`config.mk`:
```
export PLATFORM = sky130hd
export DESIGN_NAME = truth_table_extractor
export DESIGN_NICKNAME = d
export VERILOG_FILES = /design/src/rtl/tt_pkg.sv /design/src/rtl/tt_settle_counter.sv /design/src/rtl/truth_table_extractor.sv
export SDC_FILE = /design/constraint.sdc
export NUM_CORES = 1
export LEC_CHECK = 0
export CORE_AREA = 2 2 58 60
export DETAILED_ROUTE_END_ITERATION = 10
export DIE_AREA = 0 0 60 62
export PLACE_DENSITY = 0.81
export SLEW_MARGIN = 30
export SYNTH_ARGS = -nofsm -noshare
export SYNTH_HDL_FRONTEND = slang
export SYNTH_SLANG_ARGS = --single-unit
```
`constraint.sdc`:
```
create_clock -name clk -period 2.12 [get_ports clk]
set_clock_uncertainty 0.1 [all_clocks]
set_input_delay 0.212 -clock clk [delete_from_list [all_inputs] [get_ports clk]]
set_output_delay 0.212 -clock clk [all_outputs]
set_load 0.005 [all_outputs]
```
`src/rtl/tt_pkg.sv`:
```
// Shared types and sizing helpers for the truth-table extractor and its settle counter.
package tt_pkg;

    typedef enum logic [1:0] {
        IDLE   = 2'd0,
        SETTLE = 2'd1,
        SAMPLE = 2'd2,
        DONE   = 2'd3
    } tt_state_e;

    localparam int DEFAULT_N_IN          = 3;
    localparam int DEFAULT_SETTLE_CYCLES = 4;
    localparam int SETTLE_W              = $clog2(DEFAULT_SETTLE_CYCLES + 1);

    // Number of input combinations swept for an N-input circuit.
    function automatic int n_comb(input int n_in);
        return 1 << n_in;
    endfunction

    function automatic int settle_w(input int settle_cycles);
        return $clog2(settle_cycles + 1);
    endfunction

endpackage

```
`src/rtl/tt_settle_counter.sv`:
```
// Settle-interval counter: synchronous clear, count enable, terminal-count flag.
module tt_settle_counter
    import tt_pkg::*;
#(
    parameter int W        = SETTLE_W,
    parameter int TERMINAL = DEFAULT_SETTLE_CYCLES - 1
) (
    input  logic clk,
    input  logic rst,
    input  logic load_i,
    input  logic en_i,
    output logic tc_o
);

    localparam logic [W-1:0] TC = W'(TERMINAL);

    logic [W-1:0] cnt_q;
    logic [W-1:0] cnt_d;

    always_comb begin
        cnt_d = cnt_q;
        if (load_i) begin
            cnt_d = '0;
        end else if (en_i) begin
            cnt_d = cnt_q + 1'b1;
        end
    end

    // NOTE: registers are updated with non-blocking assignments so every flop samples pre-edge values.
    always_ff @(posedge clk or posedge rst) begin
        if (rst) begin
            cnt_q <= '0;
        end else begin
            cnt_q <= cnt_d;
        end
    end

    assign tc_o = (cnt_q == TC);

endmodule

```
`src/rtl/truth_table_extractor.sv`:
```
// Sweeps a combinational CUT through every input combination and assembles its truth-table code.
module truth_table_extractor
    import tt_pkg::*;
#(
    parameter int N_IN          = DEFAULT_N_IN,
    parameter int SETTLE_CYCLES = DEFAULT_SETTLE_CYCLES
) (
    input  logic                 clk,
    input  logic                 rst,
    input  logic                 start,
    input  logic [2**N_IN-1:0]   expected_code,
    input  logic                 dut_out,
    output logic [N_IN-1:0]      dut_in,
    output logic                 busy,
    output logic                 done,
    output logic [2**N_IN-1:0]   table_code,
    output logic                 match
);

    localparam int NCOMB = n_comb(N_IN);
    localparam int CNT_W = settle_w(SETTLE_CYCLES);

    tt_state_e        state_q, state_d;
    logic [N_IN-1:0]  idx_q, idx_d;
    logic [NCOMB-1:0] code_q, code_d;
    logic [NCOMB-1:0] exp_q, exp_d;
    logic             match_q, match_d;
    logic             cnt_load;
    logic             cnt_en;
    logic             cnt_tc;

    tt_settle_counter #(
        .W        (CNT_W),
        .TERMINAL (SETTLE_CYCLES - 1)
    ) u_settle (
        .clk    (clk),
        .rst    (rst),
        .load_i (cnt_load),
        .en_i   (cnt_en),
        .tc_o   (cnt_tc)
    );

    // NOTE: every signal driven here gets a default first, so no path can infer a latch.
    always_comb begin
        state_d  = state_q;
        idx_d    = idx_q;
        code_d   = code_q;
        exp_d    = exp_q;
        match_d  = match_q;
        cnt_load = 1'b0;
        cnt_en   = 1'b0;

        unique case (state_q)
            IDLE: begin
                if (start) begin
                    exp_d    = expected_code;
                    code_d   = '0;
                    match_d  = 1'b0;
                    idx_d    = '0;
                    cnt_load = 1'b1;
                    state_d  = SETTLE;
                end
            end
            SETTLE: begin
                cnt_en = 1'b1;
                if (cnt_tc) begin
                    state_d = SAMPLE;
                end
            end
            SAMPLE: begin
                // Bit position 2**N_IN-1-idx is simply the bitwise inverse of idx.
                code_d[~idx_q] = dut_out;
                if (&idx_q) begin
                    match_d = (code_d == exp_q);
                    state_d = DONE;
                end else begin
                    idx_d    = idx_q + 1'b1;
                    cnt_load = 1'b1;
                    state_d  = SETTLE;
                end
            end
            DONE: begin
                state_d = IDLE;
            end
            default: begin
                state_d = IDLE;
            end
        endcase
    end

    always_ff @(posedge clk or posedge rst) begin
        if (rst) begin
            state_q <= IDLE;
            idx_q   <= '0;
            code_q  <= '0;
            exp_q   <= '0;
            match_q <= 1'b0;
        end else begin
            state_q <= state_d;
            idx_q   <= idx_d;
            code_q  <= code_d;
            exp_q   <= exp_d;
            match_q <= match_d;
        end
    end

    // idx only advances on the SAMPLE->SETTLE edge, so dut_in is stable across each sample.
    assign busy       = (state_q == SETTLE) || (state_q == SAMPLE);
    assign dut_in     = busy ? idx_q : '0;
    assign done       = (state_q == DONE);
    assign table_code = code_q;
    assign match      = match_q;

endmodule

```
; ---- Word-level counts from Yosys, hierarchy flattened
; Index checks and enable logic that the tools add are counted.
[classes]
n_addsub = 2
order_cmp = 2
n_eq_ne = 9
muxes = 22
n_bitwise = 1
reduce_logical = 11
[op_table]
columns = op, count
row1 = 8-bit case mux with 2 select lines, 1
row2 = 3-bit two-way mux, 5
row3 = 3-bit AND reduction, 3
row4 = 8-bit bitwise mux, 1
row5 = 8-bit equality test, 1
row6 = 8-bit two-way mux, 1
row7 = "2-bit inequality test, second input constant", 4
row8 = 2-bit case mux with 4 select lines, 1
row9 = "3-bit by 1-bit adder with 3-bit output, second input constant", 2
row10 = 1-bit two-way mux, 6
row11 = 2-bit two-way mux, 3
row12 = 3-bit case mux with 2 select lines, 1
row13 = 2-bit AND reduction, 3
row14 = "2-bit equality test, second input constant", 2
row15 = "3-bit by 4-bit less-than comparator with 1-bit output, second input constant", 1
row16 = 1-bit case mux with 2 select lines, 2
row17 = 2-bit nonzero test, 2
row18 = 1-bit demux with 3-bit select, 1
row19 = "3-bit by 2-bit equality test with 1-bit output, second input constant", 1
row20 = "3-bit by 1-bit greater-or-equal comparator with 1-bit output, second input constant", 1
row21 = 3-bit NOT, 1
row22 = "2-bit by 1-bit equality test with 1-bit output, second input constant", 1
row23 = 2-bit zero test, 1
row24 = 1-bit logical AND, 1
row25 = 1-bit logical OR, 1
[word_totals]
ff_bits = 25
wordCells = 53

; ---- Depth between registers and ports, before layout
; Gate-level depths: netlist of run 1.
[logic_depth]
word_depth = 9
mapped_depth = 7
depth_no_buf = 7

; ---- Hierarchy
; Synthesis of run 1 repeated with hierarchy kept, for this count alone.
[hier_totals]
hier_cells = 155
area_unflattened_um2 = 1521.5
[by_module_without_submodules]
columns = mod, n_inst, cells_each, area_per_inst_um2, seq_area_each_um2
row1 = truth_table_extractor, 1, 142, 1376.3, 550.5
row2 = tt_settle_counter, 1, 13, 145.1, 75.1

; ---- Worst setup path after synthesis of run 1
; OpenSTA, ideal clock, no wires.
[synth_path]
path_type = register to register
from = register idx_q[1]
to = register match_q, in the netlist match
setup_ns = 0.104
t_arrival_ns = 1.745
slack_ns = 0.171
stages_incl_launch_ff = 7
path_cell_list = dfrtp_1 buf_6 or3b_4 mux2i_1 xnor2_1 or3_1 o41ai_2
[synth_via]
elab_chain_len = 9
[synth_rtl]
columns = item, line_no
row1 = "start, declared", truth_table_extractor.sv:24  ; logic [N_IN-1:0] idx_q, idx_d;
row2 = "start signal, assigned", truth_table_extractor.sv:100  ; idx_q <= idx_d;
row3 = 3-bit NOT, truth_table_extractor.sv:72  ; code_d[~idx_q] = dut_out;
row4 = 3-bit by 4-bit less-than comparator with 1-bit output (implied by the code) / 3-bit by 1-bit greater-or-equal comparator with 1-bit output (equally long branches), truth_table_extractor.sv:72
row5 = 1-bit logical AND (implied by the code), truth_table_extractor.sv:72
row6 = 1-bit two-way mux (implied by the code), truth_table_extractor.sv:72
row7 = 1-bit demux with 3-bit select, truth_table_extractor.sv:72
row8 = 8-bit bitwise mux, truth_table_extractor.sv:72
row9 = 8-bit equality test, truth_table_extractor.sv:74  ; match_d = (code_d == exp_q);
row10 = 1-bit two-way mux, truth_table_extractor.sv:73  ; if (&idx_q) begin
row11 = 1-bit case mux with 2 select lines, truth_table_extractor.sv:53  ; unique case (state_q)
row12 = "end signal, assigned", truth_table_extractor.sv:103  ; match_q <= match_d;
row13 = "end, declared", truth_table_extractor.sv:27  ; logic match_q, match_d;
; Several ways; a longest one is shown, not always the timed one. The select of a mux whose other input is x is not followed.
; A chain may end at the register's enable or synchronous reset.

; ---- Worst setup path in the final report of run 1
[layout_path]
from = register state_q[0]
to = output port dut_in[1]
[layout_via]
elab_chain_len = 3
[layout_rtl]
columns = item, line_no
row1 = "start, declared", truth_table_extractor.sv:23  ; tt_state_e state_q, state_d;
row2 = "start signal, assigned", truth_table_extractor.sv:99  ; state_q <= state_d;
row3 = 2-bit by 1-bit equality test with 1-bit output / 2-bit equality test (equally long branches), truth_table_extractor.sv:108  ; assign busy = (state_q == SETTLE) || (state_q == SAMPLE);
row4 = 1-bit logical OR *, truth_table_extractor.sv:108
row5 = 3-bit two-way mux *, truth_table_extractor.sv:109  ; assign dut_in = busy ? idx_q : '0;
row6 = "end, declared", truth_table_extractor.sv:13  ; output logic [N_IN-1:0] dut_in,
; Every way passes the cells marked *; elsewhere a longest branch is shown, timed or not.

==> run metrics, run 1 <==
Critical Path Sink Type output pin; number of synthesized register bits 25; Max Root-Sink Buffers 2; GR Overflow Total 0; GRT Total Usage 21.1%; first-pass GRT wire length 5830 um; normalized max-slew margin 74.6%; max-cap violations 0; die height 62 um; Post-synth EDFFs 0; critical path depth 4; crit path launch state_q[0]$_DFFE_PP0P_; post-synthesis sequential area ratio 40.4%; Die W 60 um; Syn Nets 184; run status finished clean; placed inst area 1900 um2; RSZ-0062 raised after global routing false; IO Port Bufs 25; WS Path Type flop to output pin; DPL Wire Length 2740 um; I/O pins 26; FP Rows 21; Routed Antenna Nets 0; hold buffers post-CTS 0; Cell variety after synth 41; layout cells sized above 1 13.7%; Avg Synthesized Cell Area 9.50 um2; reg2reg end match$_DFFE_PP0P_; vias in the first global route 1294; Avg WL per Cell 15.1 um; Initial Utilization 48.7%; startpoint types flop; # nets final 219; Clock Tree Root clkbuf_4; die area 3720 um2; Synth top area share 40.4%; crit path buf inv count 2; routed vias 1371; worst-path maximum fanout 4; Filler Cell Count 265; Leakage 0.832 nW; worst r2r src idx_q[0]$_DFFE_PP0P_; HP Class input pin to async pin; worst-margin pin slew 0.380 ns; Worst Reg-to-Reg Cells 5; CTS Buf Count 3; worst skew pair latency 0.32 ns; worst endpoint required time 1.81 ns; # H-tree levels 1; synthesis-to-finish area growth 26.0%; Worst-path clk slew 0.13 ns; CP max stage cell clkdlybuf4s50_1; Num Clock Sinks 25; setup TNS 0 ns; Worst Path Arrival 1.71 ns; Crit path largest cell delay 0.44 ns; Peak VDD IR 0.000601 V; Final min period 2.02 ns; GPL Wtd Cong 0.883; Vias per Instance 5.64; Synth Cell Area 1550 um2; post-synth top area cell dfrtp_1; post-route cell area 1950 um2; crit-path cells inv_1 -> ha_4 -> and2_1 -> clkdlybuf4s50_1; initial DRC count 97; yosys warns 0; end of the critical path dut_in[1]; asr flop ratio synth 100%; DRC Markers 0; fin crit share 95.4%; Finish-stage setup viols 0; most frequent cell after synthesis dfrtp_1; predominant post-synthesis flop cell dfrtp_1; Crit path max-delay family buffers and inverters; Final Max Tran Viols 0; CTS tree built; Commonest cells post-synth dfrtp_1 (25), o21ai_0 (18), nand2_1 (15); Antenna Cells 0; largest net degree at the start of global routing 26; R2R Setup Slk 0.13 ns; PwrDens 1270 nW/um2; fmax 0.495 GHz; initial antenna violation count 0; area of the core 3180 um2; Synth area leaders dfrtp_1 (40%), ha_1 (7.3%), o21ai_0 (5.8%), mux2_2 (5.8%), mux2i_1 (3.9%); Fin. Hold Viols 0; cells after synthesis 163; first-pass iteration count of the detailed router 4; drt total wl 3660 um
[registers in the layout, indices dropped and copies added (netlist names)]
register        flops
exp_q               8
table_code          8
idx_q               3
u_settle.cnt_q      3
state_q             2
match               1
[power by group]
part	internal, mW	switching [mW]
clock network	0.0738	0.141
registers	0.657	0.155
logic	0.718	0.735
total	1.45	1.03
[cell usage in the layout (no fill, tap or decap), types with 2 or more instances in the layout]
cell type	instances
dfrtp_1	25
clkdlybuf4s50_1	25
o21ai_0	18
nand2_1	15
buf_4	12
nor2_1	9
inv_1	8
a21oi_1	8
mux2_2	8
ha_1	8
mux2i_1	6
xnor2_1	5
and2_1	4
nor3_1	3
nand3_1	3
or3_1	3
nand3b_1	3
a22o_1	3
clkbuf_4	3
nand2b_1	2
nor3b_1	2
a32oi_1	2
[how the worst min path moves through the flow]
| stage | to | slack (ns) | depth (start not counted) | startpoint |
|---|---|---|---|---|
| 5_1_grt | table_code[3]$_DFFE_PP0P_ | 0.17 | 3 | rst |
| 3_3_place_gp | u_settle.cnt_q[1]$_DFFE_PP0P_ | 0.41 | 2 | u_settle.cnt_q[1]$_DFFE_PP0P_ |
| 3_5_place_dp | table_code[3]$_DFFE_PP0P_ | 0.42 | 2 | table_code[3]$_DFFE_PP0P_ |
| 2_1_floorplan | exp_q[0]$_DFFE_PP0P_ | 0.14 | 1 | rst |
| 4_1_cts | exp_q[7]$_DFFE_PP0P_ | 0.12 | 3 | rst |
| 6_report | u_settle.cnt_q[2]$_DFFE_PP0P_ | 0.12 | 3 | rst |
[layer usage]
layer	part of all wire, %	vias to the layer above	track usage (%)	wire length [um]
met1	41	652	27.4	1510
li1	-	656	-	-
met4	1.9	0	9.21	70
met5	0	-	0	0
met2	52	52	35.2	1920
met3	4.5	11	2.90	163
[worst register-to-register path, cell delays in order (launching register included)]
cell and delay [ns]:
dfrtp_1 0.40, or3b_4 0.42, mux2i_1 0.20, xnor2_1 0.10, or3_1 0.40, o41ai_2 0.28
[area by class of cell]
type | count | area, um2 | share of cell area [%]
Clock buffer | 4 | 26.3 | 1.35
Multi-Input combinational cell | 123 | 872 | 44.7
Timing Repair Buffer | 37 | 340 | 17.4
Tap cell | 46 | 57.6 | 2.95
Sequential cell | 25 | 626 | 32.1
Inverter | 8 | 30.0 | 1.54
[per-stage QoR]
step	utilization (%)	cells	setup slack (ns)	total power [mW]	hold WS (ns)
floorplan	-	163	0.171	1.69	0.139
global placement	59.7	237	0.153	2.10	0.409
detailed placement	59.7	237	0.0825	2.19	0.424
CTS	61.0	243	0.0504	2.44	0.123
global route	61.4	243	0.00264	2.68	0.171
finish	61.4	243	0.0981	2.48	0.122
[cell families (layout without fill, tap and decap cells)]
kind of cell	count (synthesis)	in the layout	synth area share [%]
multiplexers	14	14	9.69
flip-flops	25	25	40.4
AND/OR/NAND/NOR	50	50	16.9
adder cells (fa/ha/maj)	9	9	7.27
AO/OA/AOI/OAI	44	44	18.3
buffers and inverters	15	49	4.12
XOR/XNOR	6	6	3.39
[timing repair]
item                       4_1_cts  5_1_grt
gates cloned                     0        0
resized for setup                0        1
setup endpoints to repair        3        3
setup buffers                    2        0
(Power assumes the default switching activity.)
==> inputs of run 2 (changes only) <==
- ABC_AREA: unset -> 1
- PLACE_DENSITY: 0.81 -> 0.8
==> run 2 against run 1 <==
Against the previous run: global-route usage decreased by 2.9 points; die area unchanged; area after synthesis decreased by 1.9%; synthesized cell count increased by 23%; worst setup slack got worse by 0.00077 ns; clock power about the same; non-clock buffer count decreased by 5; first-iteration DRC count decreased by 49%; final cell count increased by 14%; power decreased by 4.8%; register-to-register slack improved by 0.25 ns; largest cell class unchanged.
==> run metrics, run 2 <==
run status finished clean; worst-margin pin slew 0.479 ns (+0.0997 ns); Avg Synthesized Cell Area 7.59 um2 (-20%); drt total wl 3270 um (-11%); Antenna Cells 0 (unchanged); Finish-stage setup viols 0 (unchanged); area of the core 3180 um2 (unchanged); fin crit share 95.4% (about the same); WS Path Type flop to output pin; routed vias 1404 (+2.4%); Initial Utilization 47.8% (-0.94 points); Cell variety after synth 23 (-44%); Clock Tree Root clkbuf_4; GRT Total Usage 18.2% (-2.9 points); first-pass GRT wire length 5150 um (-12%); yosys warns 0 (unchanged); R2R Setup Slk 0.38 ns (+0.25 ns); worst skew pair latency 0.32 ns (about the same); Post-Synth Simple-Gate Area 29.7% (+13 points); predominant post-synthesis flop cell dfrtp_1; Max Root-Sink Buffers 2 (unchanged); mux contribution to synthesized area 1.48% (-8.2 points); HP Class input pin to async pin; largest net degree at the start of global routing 26 (unchanged); Final min period 2.02 ns (+0.000773 ns); Final Max Tran Viols 0 (unchanged); crit path launch state_q[1]$_DFFE_PP0P_; fmax 0.494 GHz (about the same); max-cap violations 0 (unchanged); die height 62 um (unchanged); placed inst area 1810 um2 (-4.6%); Vias per Instance 5.09 (-9.8%); cells after synthesis 200 (+23%); Synth area leaders dfrtp_1 (41%), nand2_1 (9.9%), nand3_1 (9.6%), ha_1 (7.4%), inv_1 (7.2%); startpoint types flop; worst endpoint required time 1.81 ns (about the same); largest family of logic cells by synthesized area simple AND/OR/NAND/NOR gates; vias in the first global route 1175 (-9.2%); Peak VDD IR 0.000520 V (-13%); Synth Cell Area 1520 um2 (-1.9%); Filler Cell Count 296 (+12%); die area 3720 um2 (unchanged); Leakage 0.931 nW (+12%); post-synthesis sequential area ratio 41.2% (+0.80 points); Commonest cells post-synth nand2_1 (40), inv_1 (29), nand3_1 (29); post-synth top area cell dfrtp_1; RSZ-0062 raised after global routing false; reg2reg end match$_DFFE_PP0P_; normalized max-slew margin 68.0% (-6.6 points); asr flop ratio synth 100% (unchanged); Layout Utilization 59.0% (-2.4 points); GR Overflow Total 0 (unchanged); CTS Buf Count 3 (unchanged); IO Port Bufs 25 (unchanged); Synth top area share 41.2% (+0.80 points); number of synthesized register bits 25 (unchanged); Critical Path Sink Type output pin; synthesis-to-finish area growth 23.4%; Avg WL per Cell 11.8 um (-21%); post-route cell area 1870 um2 (-4.0%); # H-tree levels 1 (unchanged); layout cells sized above 1 7.83% (-5.9 points); I/O pins 26 (unchanged); DRC Markers 0 (unchanged); Routed Antenna Nets 0 (unchanged); most common cell after layout, fill and taps aside nand2_1; setup TNS 0 ns (unchanged); PwrDens 1260 nW/um2 (-0.89%); Num Clock Sinks 25 (unchanged); DPL Wire Length 2430 um (-11%); post-route insts no fill 276 (+14%); Adder-Cell Fraction of Synth Area 7.41% (+0.14 points); Worst-path clk slew 0.14 ns (about the same); hold buffers post-CTS 0 (unchanged); initial DRC count 49 (-49%); initial antenna violation count 0 (unchanged); FP Rows 21 (unchanged); CTS tree built; Syn Nets 221 (+20%); most frequent cell after synthesis nand2_1; first-pass iteration count of the detailed router 4 (unchanged); WHS 0.116 ns (-0.00555 ns); Die W 60 um (unchanged); post-synthesis xor/xnor area fraction 0.577% (-2.8 points); worst-path maximum fanout 4 (unchanged); # nets final 252 (+15%); Placed Instances 269 (+14%); Worst Path Arrival 1.71 ns (about the same); GPL Wtd Cong 0.839 (-5.0%); Post-synth EDFFs 0 (unchanged); Compound-Gate Fraction of Synth Area 8.90% (-9.4 points); worst r2r src idx_q[0]$_DFFE_PP0P_; Worst Reg-to-Reg Cells 8 (+3); most frequent cells in the layout nand2_1 (40), nand3_1 (29), inv_1 (28); Fin. Hold Viols 0 (unchanged)
==> run 2: cell count changes after synthesis, moves of 4 or more <==
| cell | previous run | this run |
|---|---|---|
| nand2_1 | 15 | 40 |
| xnor2_1 | 5 | 1 |
| nand3_1 | 3 | 29 |
| clkbuf_1 | 6 | 1 |
| inv_1 | 8 | 29 |
| o21ai_0 | 18 | 14 |
| nand4_1 | 1 | 11 |
| mux2i_1 | 6 | 0 |
| nor2_1 | 9 | 15 |
| mux2_2 | 8 | 2 |
==> run 2: area by class of cell <==
class	instances	area (um2)	area share, %
Multi-Input combinational cell	138	743	39.7
Tap cell	46	57.6	3.07
Clock buffer	4	26.3	1.40
Timing Repair Buffer	32	305	16.3
Inverter	31	116	6.21
Sequential cell	25	626	33.4
==> run 2: worst max-delay path: stages (launching register included) <==
cell             delay (ns)
dfrtp_1                0.37
inv_1                  0.09
ha_4                   0.29
nand2_1                0.07
inv_1                  0.08
clkdlybuf4s50_1        0.49
==> run 2: how the worst max path moves through the flow <==
stage / to / slack [ns] / cells after the start
after floorplan: idx_q[1]$_DFFE_PP0P_ / 0.67 / 7
after global placement: dut_in[0] / 0.35 / 5
after detailed placement: dut_in[1] / 0.33 / 5
after CTS: dut_in[1] / 0.02 / 5
after global routing: dut_in[0] / 0.03 / 5
final: dut_in[0] / 0.1 / 5
==> run 2: stage by stage <==
step / setup WS, ns / power [mW]
3_5_place_dp: 0.334 / 2.08
5_1_grt: 0.0276 / 2.59
3_3_place_gp: 0.352 / 2.06
4_1_cts: 0.0179 / 2.32
2_1_floorplan: 0.670 / 1.68
6_report: 0.0973 / 2.36
==> run 2: timing repair <==
item	4_1_cts	5_1_grt
resized for setup	0	3
cloned	0	0
setup buffers	2	1
setup endpoints to repair	3	3
pin swaps	0	0
==> run 2: cells by family (layout without fill, tap and decap cells) <==
| family | count (synthesis) | count (layout) |
|---|---|---|
| simple gates | 100 | 100 |
| buf+inv | 37 | 67 |
| compound gates | 26 | 26 |
| flops | 25 | 25 |
| fa+ha+maj | 9 | 9 |
| mux | 2 | 2 |
| xor+xnor | 1 | 1 |
==> run 2: per-layer routing <==
layer | GRT usage [%] | routed length, um | up-vias
met5 | 0 | 0 | -
li1 | - | - | 719
met4 | 5.08 | 19 | 0
met3 | 1.66 | 145 | 2
met1 | 26.0 | 1530 | 646
met2 | 29.7 | 1570 | 37
==> run 2: report_power, final <==
group	switching [mW]	internal (mW)	total (mW)
clock	0.141	0.0737	0.215
combinational	0.702	0.590	1.29
sequential	0.194	0.658	0.852
==> inputs of run 3 (changes only) <==
- CORE_AREA: 2 2 58 60 -> 2 2 42 73
- DIE_AREA: 0 0 60 62 -> 0 0 44 75
- DONT_BUFFER_PORTS: unset -> 1
- PLACE_DENSITY: 0.8 -> 0.76
- clock period: 2.12 -> 2.5 ns (I/O delays scaled with it)
==> run 3 against run 2 <==
Against the previous run: combinational power down 32%; core utilization down 0.35 points; count of clock-buffer cells in the layout unchanged; largest power group unchanged.
==> run metrics, run 3 (same netlist as run 2, synthesis figures left out) <==
worst endpoint required time 2.54 ns (+0.73 ns); crit path buf inv count 4 (+1); GRT Total Usage 22.7% (+4.4 points); Crit path largest cell delay 0.41 ns (-0.08 ns); Finish-stage setup viols 0 (unchanged); critical path depth 8 (+3); Initial Utilization 56.5% (+8.7 points); Leakage 0.808 nW (-13%); Final Max Tran Viols 0 (unchanged); first-pass iteration count of the detailed router 4 (unchanged); GR Overflow Total 0 (unchanged); vias in the first global route 1331 (+13%); Worst Path Arrival 1.82 ns (+0.11 ns); FP Rows 25 (+19%); R2R Setup Slk 0.73 ns (+0.35 ns); most frequent cells in the layout nand2_1 (40), nand3_1 (29), inv_1 (28); Layout Utilization 58.6% (-0.35 points); PostCTS Resize Cnt 0 (unchanged); IO Port Bufs 0 (-100%); first-pass GRT wire length 5610 um (+8.8%); normalized max-slew margin 63.9% (-4.1 points); Worst Reg-to-Reg Cells 8 (unchanged); CTS tree built; fmax 0.565 GHz; Worst-path clk slew 0.08 ns (-0.06 ns); Avg WL per Cell 14.7 um (+24%); Hold EP exp_q[1]$_DFFE_PP0P_; HP Start expected_code[1]; PwrDens 1170 nW/um2 (-6.7%); GPL Wtd Cong 0.873 (+4.1%); CTS Buf Count 3 (unchanged); DPL Wire Length 2580 um (+6.2%); die area 3300 um2 (-11%); Antenna Cells 0 (unchanged); max-cap violations 0 (unchanged); Max Root-Sink Buffers 2 (unchanged); worst r2r src state_q[0]$_DFFE_PP0P_; synthesis-to-finish area growth 3.79%; drt total wl 3360 um (+2.7%); crit path launch state_q[0]$_DFFE_PP0P_; HP Class input pin to flop; Clock Tree Root clkbuf_8; run status finished clean; final setup margin 0.729 ns (+0.631 ns); largest net degree at the start of global routing 26 (unchanged); WS Path Type flop to flop; Crit path max-delay family buffers and inverters; # H-tree levels 1 (unchanged); DP Worst Slack 0.738 ns (+0.404 ns); hold path cells 1; reg2reg end idx_q[1]$_DFFE_PP0P_; layout cells sized above 1 5.97% (-1.9 points); Worst path most repeated cell inv_1; initial DRC count 46 (-6.1%); setup TNS 0 ns (unchanged); Final min period 1.77 ns; I/O pins 26 (unchanged); Critical Path Sink Type flop; placed inst area 1520 um2 (-16%); Routed Antenna Nets 0 (unchanged); total power 1.85 mW (-22%); Fin. Hold Viols 0 (unchanged); Filler Cell Count 243 (-18%); worst-path maximum fanout 11 (+7); area of the core 2690 um2 (-15%); post-route cell area 1580 um2 (-16%); worst skew pair latency 0.27 ns (-0.05 ns); # nets final 223 (-12%); DRC Markers 0 (unchanged); crit-path cells inv_1 -> ha_1 -> inv_1 -> o21ai_0 -> buf_4 -> inv_1 -> nor2_1 -> o21ai_0; most common cell after layout, fill and taps aside nand2_1; Num Clock Sinks 25 (unchanged); CP max stage cell dfrtp_1; Vias per Instance 5.89 (+16%); Peak VDD IR 0.000766 V (+47%); startpoint types flop; worst-margin pin slew 0.540 ns (+0.0611 ns); initial antenna violation count 0 (unchanged); fin crit share 70.9%; die height 75 um (+21%); Die W 44 um (-27%); routed vias 1344 (-4.3%); RSZ-0062 raised after global routing false
==> run 3: changes by cell type in the layout (fill, tap and decap cells not counted) <==
cell	delta
ha_4	-1
clkbuf_4	-3
dlygate4sd3_1	+1
clkbuf_8	+3
buf_4	-5
dlymetal6s2s_1	-1
ha_1	+1
clkdlybuf4s50_1	-24
==> run 3: cell type report <==
type / count / area, um2 / share of cell area [%]
sequential: 25 / 626 / 39.7
multi-input combinational: 138 / 731 / 46.3
clock buffer: 4 / 45.0 / 2.86
timing repair buffer: 3 / 25.0 / 1.59
tap: 27 / 33.8 / 2.14
inverter: 31 / 116 / 7.38
==> run 3: timing repair <==
item / CTS / global route
endpoints found under the hold margin: 0 / 25
hold buffers: 0 / 1
endpoints found under the setup margin: 0 / 0
setup buffers: 0 / 0
==> run 3: power by group <==
part	switching [mW]	leakage [nW]	internal [mW]
Combinational	0.555	0.471	0.316
Clock	0.125	0.0228	0.114
Sequential	0.182	0.315	0.559
==> run 3: through the flow <==
stage	instances	hold WS [ns]
after CTS	227	0.0197
after detailed placement	223	0.305
after floorplan	200	0.177
after global placement	223	0.293
after global routing	228	0.0225
final	228	0.0263
==> run 3: worst max-delay path by stage <==
stage                                       to  slack (ns)
after global routing      idx_q[1]$_DFFE_PP0P_        0.54
final                     idx_q[1]$_DFFE_PP0P_        0.73
after global placement       match$_DFFE_PP0P_        0.82
after detailed placement  idx_q[1]$_DFFE_PP0P_        0.74
after floorplan           idx_q[1]$_DFFE_PP0P_        1.05
after CTS                 idx_q[2]$_DFFE_PP0P_        0.73
==> run 3: routing by layer <==
metal  GRT usage [%]  wire length (um)
met1            23.8              1280
met5               0                 0
met4            10.4                68
met2            43.1              1850
met3            2.88               158
